**src/rtl/level_slew.sv**
```systemverilog
// rtl/level_slew.sv - slew-rate limiter from encoder target to PWM level
// Optional: define LEVEL_SLEW_GAMMA_EN for a registered square-law gamma on level.
module level_slew #(
  parameter int WIDTH    = 8,
  parameter int PRESCALE = 1000,
  parameter int STEP     = 1
) (
  input  logic             clk,
  input  logic             reset,
  input  logic             enable,
  input  logic [WIDTH-1:0] target,
  output logic [WIDTH-1:0] level,
  output logic             settled,
  output logic             ramping
);

  typedef enum logic [1:0] {
    IDLE = 2'd0,
    UP   = 2'd1,
    DOWN = 2'd2
  } state_t;

  localparam logic [15:0]      COUNT_MAX = 16'(PRESCALE - 1);
  localparam logic [WIDTH-1:0] STEP_N    = WIDTH'(STEP);

  state_t           state;
  state_t           state_nxt;
  logic [15:0]      count;
  logic             tick;
  logic [WIDTH-1:0] cur;
  logic [WIDTH-1:0] cur_nxt;
  logic [WIDTH:0]   diff;
  logic [WIDTH-1:0] step_amt;
  logic             settled_q;
  logic             ramping_raw;

  // A tick only exists while enabled; disabled cycles never reach COUNT_MAX
  // because the counter is parked at zero.
  assign tick = enable && (count == COUNT_MAX);

  // Prescaler: counts enabled cycles, parks at zero whenever disabled.
  always_ff @(posedge clk or negedge reset) begin
    if (!reset) begin
      count <= '0;
    end else if (!enable || tick) begin
      count <= '0;
    end else begin
      count <= count + 16'd1;
    end
  end

  // Next state from the live target so a mid-ramp reversal takes effect at the
  // very next tick without ever stepping in the stale direction.
  always_comb begin
    state_nxt = state;
    if (enable) begin
      if (target > cur) begin
        state_nxt = UP;
      end else if (target < cur) begin
        state_nxt = DOWN;
      end else begin
        state_nxt = IDLE;
      end
    end
  end

  // Step size clipped to the remaining distance, so cur cannot overshoot or wrap.
  always_comb begin
    diff     = '0;
    step_amt = '0;
    cur_nxt  = cur;
    if (target >= cur) begin
      diff = {1'b0, target} - {1'b0, cur};
    end else begin
      diff = {1'b0, cur} - {1'b0, target};
    end
    if ({1'b0, STEP_N} < diff) begin
      step_amt = STEP_N;
    end else begin
      step_amt = diff[WIDTH-1:0];
    end
    if (tick) begin
      case (state_nxt)
        UP:      cur_nxt = cur + step_amt;
        DOWN:    cur_nxt = cur - step_amt;
        default: cur_nxt = cur;
      endcase
    end
  end

  // State register, current level and the settled flag.
  always_ff @(posedge clk or negedge reset) begin
    if (!reset) begin
      state     <= IDLE;
      cur       <= '0;
      settled_q <= 1'b0;
    end else begin
      state     <= state_nxt;
      cur       <= cur_nxt;
      settled_q <= enable && (cur == target);
    end
  end

  assign ramping_raw = (state != IDLE);

`ifdef LEVEL_SLEW_GAMMA_EN
  logic [2*WIDTH-1:0] sq;
  logic [WIDTH-1:0]   sq_hi;
  logic [WIDTH-1:0]   sq_lo_unused;
  logic [WIDTH-1:0]   level_q;
  logic               settled_d;
  logic               ramping_d;

  assign sq                   = {{WIDTH{1'b0}}, cur} * {{WIDTH{1'b0}}, cur};
  assign {sq_hi, sq_lo_unused} = sq;

  // Gamma stage; flags take the same extra register so they line up with level.
  always_ff @(posedge clk or negedge reset) begin
    if (!reset) begin
      level_q   <= '0;
      settled_d <= 1'b0;
      ramping_d <= 1'b0;
    end else begin
      level_q   <= sq_hi;
      settled_d <= settled_q;
      ramping_d <= ramping_raw;
    end
  end

  assign level   = level_q;
  assign settled = settled_d;
  assign ramping = ramping_d;
`else
  assign level   = cur;
  assign settled = settled_q;
  assign ramping = ramping_raw;
`endif

endmodule

```
**config.mk**
```make
export PLATFORM = sky130hd
export DESIGN_NAME = level_slew
export DESIGN_NICKNAME = d
export VERILOG_FILES = /design/src/rtl/level_slew.sv
export SDC_FILE = /design/constraint.sdc
export NUM_CORES = 1
export LEC_CHECK = 0
export CELL_PAD_IN_SITES_DETAIL_PLACEMENT = 2
export CELL_PAD_IN_SITES_GLOBAL_PLACEMENT = 2
export CORE_MARGIN = 5
export CORE_UTILIZATION = 30
export CTS_CLUSTER_DIAMETER = 120
export DETAILED_ROUTE_END_ITERATION = 10
export GPL_ROUTABILITY_DRIVEN = 0
export PLACE_DENSITY = 0.76
export SYNTH_ARGS = -nofsm -noshare
export SYNTH_HDL_FRONTEND = slang
export SYNTH_SLANG_ARGS = --single-unit
```
**constraint.sdc**
```tcl
create_clock -name clk -period 10.7 [get_ports clk]
set_input_delay 2.14 -clock clk [delete_from_list [all_inputs] [get_ports clk]]
set_output_delay 2.14 -clock clk [all_outputs]
set_load 0.02 [all_outputs]
```
==> metrics.cfg, run 1 <==
[outcome]
status = finished clean

[sta]
period_needed_ns = 6.88
period_share_pct = 64.3
final.setup.tns_ns = 0
fin_skew_ns = 0.00383
setup_viol = 0
rsz0062_at_grt = no
fin_ws_ns = 3.82
fmax_mhz = 145
final_max_slew_viol_count = 0
finalHoldViolCount = 0
tightest_slew_ns = 0.554
max_slew_margin_pct = 63.1

[worst_setup_path]
worstPathMaxFanout = 6
start_kind = input pin
crit_type = in2reg
cp-end-kind = flip-flop
arrival_ns = 7.05
r2r_slack_ns = 5.72
rr_worst_depth = 21
worstPathRequired_ns = 10.86

[logic_synthesis]
syn_area_um2 = 2530
synth_enable_flop_cells = 0
syn_nets = 342
ys_top_cells_by_area = dfrtp_1 27%, ha_1 13%, xor2_1 4.5%
synth_cell_types = 57
synth_top_area_share_pct = 26.7
async_flop_share_pct = 100
syn_avg_cell_area_um2 = 8.40
seq_area_frac_synth_pct = 26.7
synth_common_cells = 29 x nor2_1, 27 x dfrtp_1, 27 x ha_1
netlist_instances = 301
synth-warning-count = 0
ys_ff_latch = 27
synthMostInstantiatedCell = nor2_1
synth_top_cell_by_area = dfrtp_1
synth_top_flop_cell = dfrtp_1

[pwr]
leakage_nw = 1.27
ir_drop_mv = 0.0448
powerDensity_nw_per_um2 = 100

[global_routing]
grt_pass1_vias = 2388
antenna_found_initial = 0
grt_max_degree = 28
grt_pass1_wl_um = 12100
track_usage_pct = 14.4
grt.overflow.total = 0

[floorplan]
die_h_um = 102
ios = 21
die_area_um2 = 10400
coreArea_um2 = 8220
core.rowCount = 33
start_util_pct = 30.8
die_w_um = 102

[run]
maxCapViolations = 0

[detailed_routing]
vias = 2169
vias_per_cell = 5.14
avgRoutedWirePerCell_um = 16.6
drc = 0
wl_um = 7010
drt_iter0_drc = 68
firstDrtPassIters = 4
final_antenna_net_count = 0

[clock_tree]
clockBufferDepth = 2
cts_buffers = 3
clock-sinks = 27
post_cts_buffers = 0
clk_latency_ns = 0.28
post_cts_resized = 0
h-tree-depth = 1
hold_buffers = 0
cts_tree = done
cts_root_buffer = clkbuf_8
clk_pin_slew_ns = 0.10

[hold_path]
whs_path_depth = 1
hold_class = reg2reg

[placement]
io_buffers = 20
post-place-ws_ns = 3.55
place_hpwl_um = 5640

[cells_and_area]
fin_nets = 359
drive_gt1_share_pct = 7.89
diodes = 0
area_growth_pct = 13.2

[per-layer routing]
layer	vias up	share of wire, %	global-route usage, %
met3	6	2.0	1.38
li1	1063	-	-
met4	0	1.1	2.76
met2	17	48	24.6
met5	-	0	0
met1	1083	49	19.8
[area by class of cell]
type,instances,area (um2)
inverter,25,93.8
clock buffer,3,41.3
clock inverter,1,7.51
timing repair buffer,21,208
multi-input combinational,240,1700
fill,959,5360
sequential,27,676
tap,105,131
[sequential cells by signal, indices dropped and copies added, names as in the netlist]
name,count
state,2
count,16
level,8
settled,1
[cell usage in the layout (no fill, tap or decap), types with 4 or more instances in the layout]
| master | instances |
|---|---|
| nor2_1 | 29 |
| ha_1 | 27 |
| dfrtp_1 | 27 |
| inv_1 | 25 |
| nand2_1 | 23 |
| clkdlybuf4s50_1 | 20 |
| o21ai_0 | 16 |
| a21oi_1 | 15 |
| xor2_1 | 13 |
| nand2b_1 | 11 |
| nand3_1 | 10 |
| xnor2_1 | 8 |
| nor2b_1 | 7 |
| nor3_1 | 6 |
| a21o_1 | 5 |
| or2_2 | 5 |
| nand3b_1 | 4 |
| mux2i_1 | 4 |
| and3_1 | 4 |
[cells by family after synthesis]
logic type,count (synthesis),synth area share (%)
flops,27,26.7
fa+ha+maj,30,15.7
buf+inv,34,5.84
simple gates,123,26.1
mux,6,2.48
other cells,1,0.148
compound gates,59,15.7
xor+xnor,21,7.28
[report_power, final]
group / switching (mW) / total, mW / internal (mW) / leakage, nW
logic: 0.0638 / 0.113 / 0.0496 / 0.890
clock network: 0.0358 / 0.0623 / 0.0265 / 0.0217
registers: 0.00504 / 0.111 / 0.106 / 0.361
total: 0.105 / 0.286 / 0.182 / 1.27
[stage by stage]
step	cell area (um2)	hold slack [ns]	util (%)	std cells	power, mW
floorplan	2530	0.433	-	301	0.192
global placement	2810	0.456	34.2	418	0.222
detailed placement	2810	0.468	34.2	418	0.227
CTS	2860	0.488	34.8	422	0.291
global route	2860	0.522	34.8	422	0.308
finish	2860	0.496	34.8	422	0.286
[critical path, stage by stage]
cell and delay (ns):
clkdlybuf4s50_1 0.49, inv_1 0.05, ha_1 0.21, fa_1 0.43, or2b_1 0.26, a21oi_1 0.17
mux2_2 0.35, o2111ai_1 0.10, or4_4 0.15, nand2_2 0.07, nand2b_1 0.17, inv_1 0.06
ha_1 0.21, or2_2 0.29, ha_1 0.32, a21oi_1 0.09, a21boi_0 0.25, o21ai_0 0.15
a21oi_1 0.40, nor4b_1 0.11, a31o_2 0.23, a221oi_1 0.23, nand3_1 0.11
[worst paths after layout]
path                                       from              endpoint
max                                   target[0]  level[7]$_DFFE_PN0P_
min                          count[0]$_DFF_PN0_    count[0]$_DFF_PN0_
max reg2reg                level[1]$_DFFE_PN0P_  level[7]$_DFFE_PN0P_
min reg2reg                  count[0]$_DFF_PN0_    count[0]$_DFF_PN0_
max in group asynchronous                 reset  level[2]$_DFFE_PN0P_
min in group asynchronous                 reset    count[9]$_DFF_PN0_
No activity file was read; power rests on OpenSTA's default activity.
==> run 2, diff against run 1 <==
Settings changed: PLACE_DENSITY 0.76 to 0.79.
Clock period 10.7 ns to 6 ns, I/O delays scaled along.
==> run 2 against run 1 <==
Against the previous run:
- count of clock-buffer cells in the layout did not move
- global-route usage fell by 0.13 points
- utilization rose by 0.64 points
- final cell count rose by 1.4%
- register-to-register slack got worse by 4.4 ns
- combinational power rose by 84%
- design area rose by 1.8%
- clock skew rose by 0.0031 ns
- critical path type unchanged
- critical endpoint unchanged
==> metrics.cfg, run 2 (synthesis results as in run 1) <==
[outcome]
status = finished clean

[floorplan]
die_w_um = 102
start_util_pct = 30.8
coreArea_um2 = 8220
ios = 21
core.rowCount = 33
die_h_um = 102
die_area_um2 = 10400

[sta]
max_slew_margin_pct = 61.1
setup_viol = 0
period_share_pct = 95.0
fin_ws_ns = 0.302
finalHoldViolCount = 0
fin_skew_ns = 0.00691
rsz0062_at_grt = no
period_needed_ns = 5.70
tightest_slew_ns = 0.583
final_max_slew_viol_count = 0
fmax_mhz = 176
holdWs_ns = 0.523

[global_routing]
antenna_found_initial = 0
grt_pass1_wl_um = 11900
grt_max_degree = 28
grt.overflow.total = 0
grt_pass1_vias = 2398
track_usage_pct = 14.3

[clock_tree]
cts_buffers = 3
cts_root_buffer = clkbuf_8
post_cts_buffers = 0
cts_tree = done
clk_latency_ns = 0.28
clock-sinks = 27
clk_pin_slew_ns = 0.10
clockBufferDepth = 2
h-tree-depth = 1

[run]
maxCapViolations = 0

[placement]
place_hpwl_um = 5680
post-place-ws_ns = -0.0646
dp_cells = 424
placed_cell_area_um2 = 2860
io_buffers = 20

[detailed_routing]
vias = 2201
final_antenna_net_count = 0
avgRoutedWirePerCell_um = 16.3
wl_um = 6970
drc = 0
vias_per_cell = 5.14
drt_iter0_drc = 58
firstDrtPassIters = 4

[hold_path]
hold_start = count[0]$_DFF_PN0_
hold_class = reg2reg
whs_path_depth = 1
worstHoldEndpoint = count[0]$_DFF_PN0_

[worst_setup_path]
rr_worst_depth = 20
worstPathMaxFanout = 6
cp-end-kind = flip-flop
startpoint = target[0]
crit_type = in2reg
slowest_stage = clkdlybuf4s50_1
max_stage_delay_ns = 0.50
start_kind = input pin
r2r_slack_ns = 1.33
worstPathRequired_ns = 6.16
r2r_end = level[7]$_DFFE_PN0P_
rr_startpoint = level[4]$_DFFE_PN0P_
critPathBufInv = 3
worstPathCellList = clkdlybuf4s50_1 > inv_1 > ha_1 > fa_1 > or2b_1 > a21oi_1 > mux2_2 > o2111ai_1 > or4_4 > nand2_2 > nand2b_1 > inv_1 > ha_1 > or2_2 > ha_1 > a21oi_1 > a21boi_0 > o21ai_0 > a21oi_2 > nor4b_1 > a31o_2 > a221oi_1 > nand3_1
arrival_ns = 5.86
crit_path_frequent_cell = ha_1
cpLargestDelayFamily = compound AO/OA/AOI/OAI gates

[cells_and_area]
diodes = 0
drive_gt1_share_pct = 10.2
final_cell_mix = 29 x nor2_1, 27 x ha_1, 27 x dfrtp_1
largest_register = count
largest_reg_flops = 16
design_area_um2 = 2910
stdcell_count = 428
fin_nets = 365
final_common_cell = nor2_1
area_growth_pct = 15.3
fill_cells = 935

[pwr]
ir_drop_mv = 0.0765
leakage_nw = 1.30
powerDensity_nw_per_um2 = 177

run 2: cell types whose count changed in the layout (fill, tap and decap cells not counted):
cell / before / now
a21oi_2: 1 / 3
buf_4: 1 / 7
a21oi_1: 15 / 13
run 2: worst max-delay path by stage:
stage | depth (start not counted) | to | slack [ns]
after floorplan | 23 | level[7]$_DFFE_PN0P_ | 0.82
after CTS | 22 | level[7]$_DFFE_PN0P_ | 0.19
after detailed placement | 23 | level[7]$_DFFE_PN0P_ | -0.06
after global routing | 23 | level[7]$_DFFE_PN0P_ | 0.002
after global placement | 22 | level[7]$_DFFE_PN0P_ | 0.12
final | 23 | level[7]$_DFFE_PN0P_ | 0.30
run 2: timing repair:
action | in CTS | in global routing
setup endpoints to repair | 0 | 1
hold buffers | 0 | 0
resized for setup | 0 | 2
run 2: metrics by stage:
stage | util (%) | total power, mW | TNS (ns)
after floorplan | - | 0.343 | 0
after global placement | 34.8 | 0.400 | 0
after detailed placement | 34.8 | 0.409 | -0.0646
after CTS | 35.4 | 0.522 | 0
after global routing | 35.5 | 0.551 | 0
final | 35.5 | 0.515 | 0
run 2: metal layers:
layer	global-route usage (%)	routed length, um	up-vias
li1	-	-	1075
met5	0	0	-
met3	0.964	78	4
met4	2.76	58	0
met1	19.5	3440	1109
met2	24.8	3390	13
run 2: power breakdown:
part	internal [mW]	leakage [nW]	switching (mW)
Clock	0.0473	0.0217	0.0620
Sequential	0.188	0.361	0.00914
Combinational	0.0930	0.918	0.115
Total	0.329	1.30	0.186
run 2: layout make-up:
| class | instances | area (um2) | share of cell area [%] |
|---|---|---|---|
| Timing Repair Buffer | 27 | 253 | 8.67 |
| Tap cell | 105 | 131 | 4.51 |
| Clock buffer | 3 | 41.3 | 1.42 |
| Sequential cell | 27 | 676 | 23.2 |
| Multi-Input combinational cell | 240 | 1710 | 58.7 |
| Clock inverter | 1 | 7.51 | 0.258 |
| Inverter | 25 | 93.8 | 3.22 |
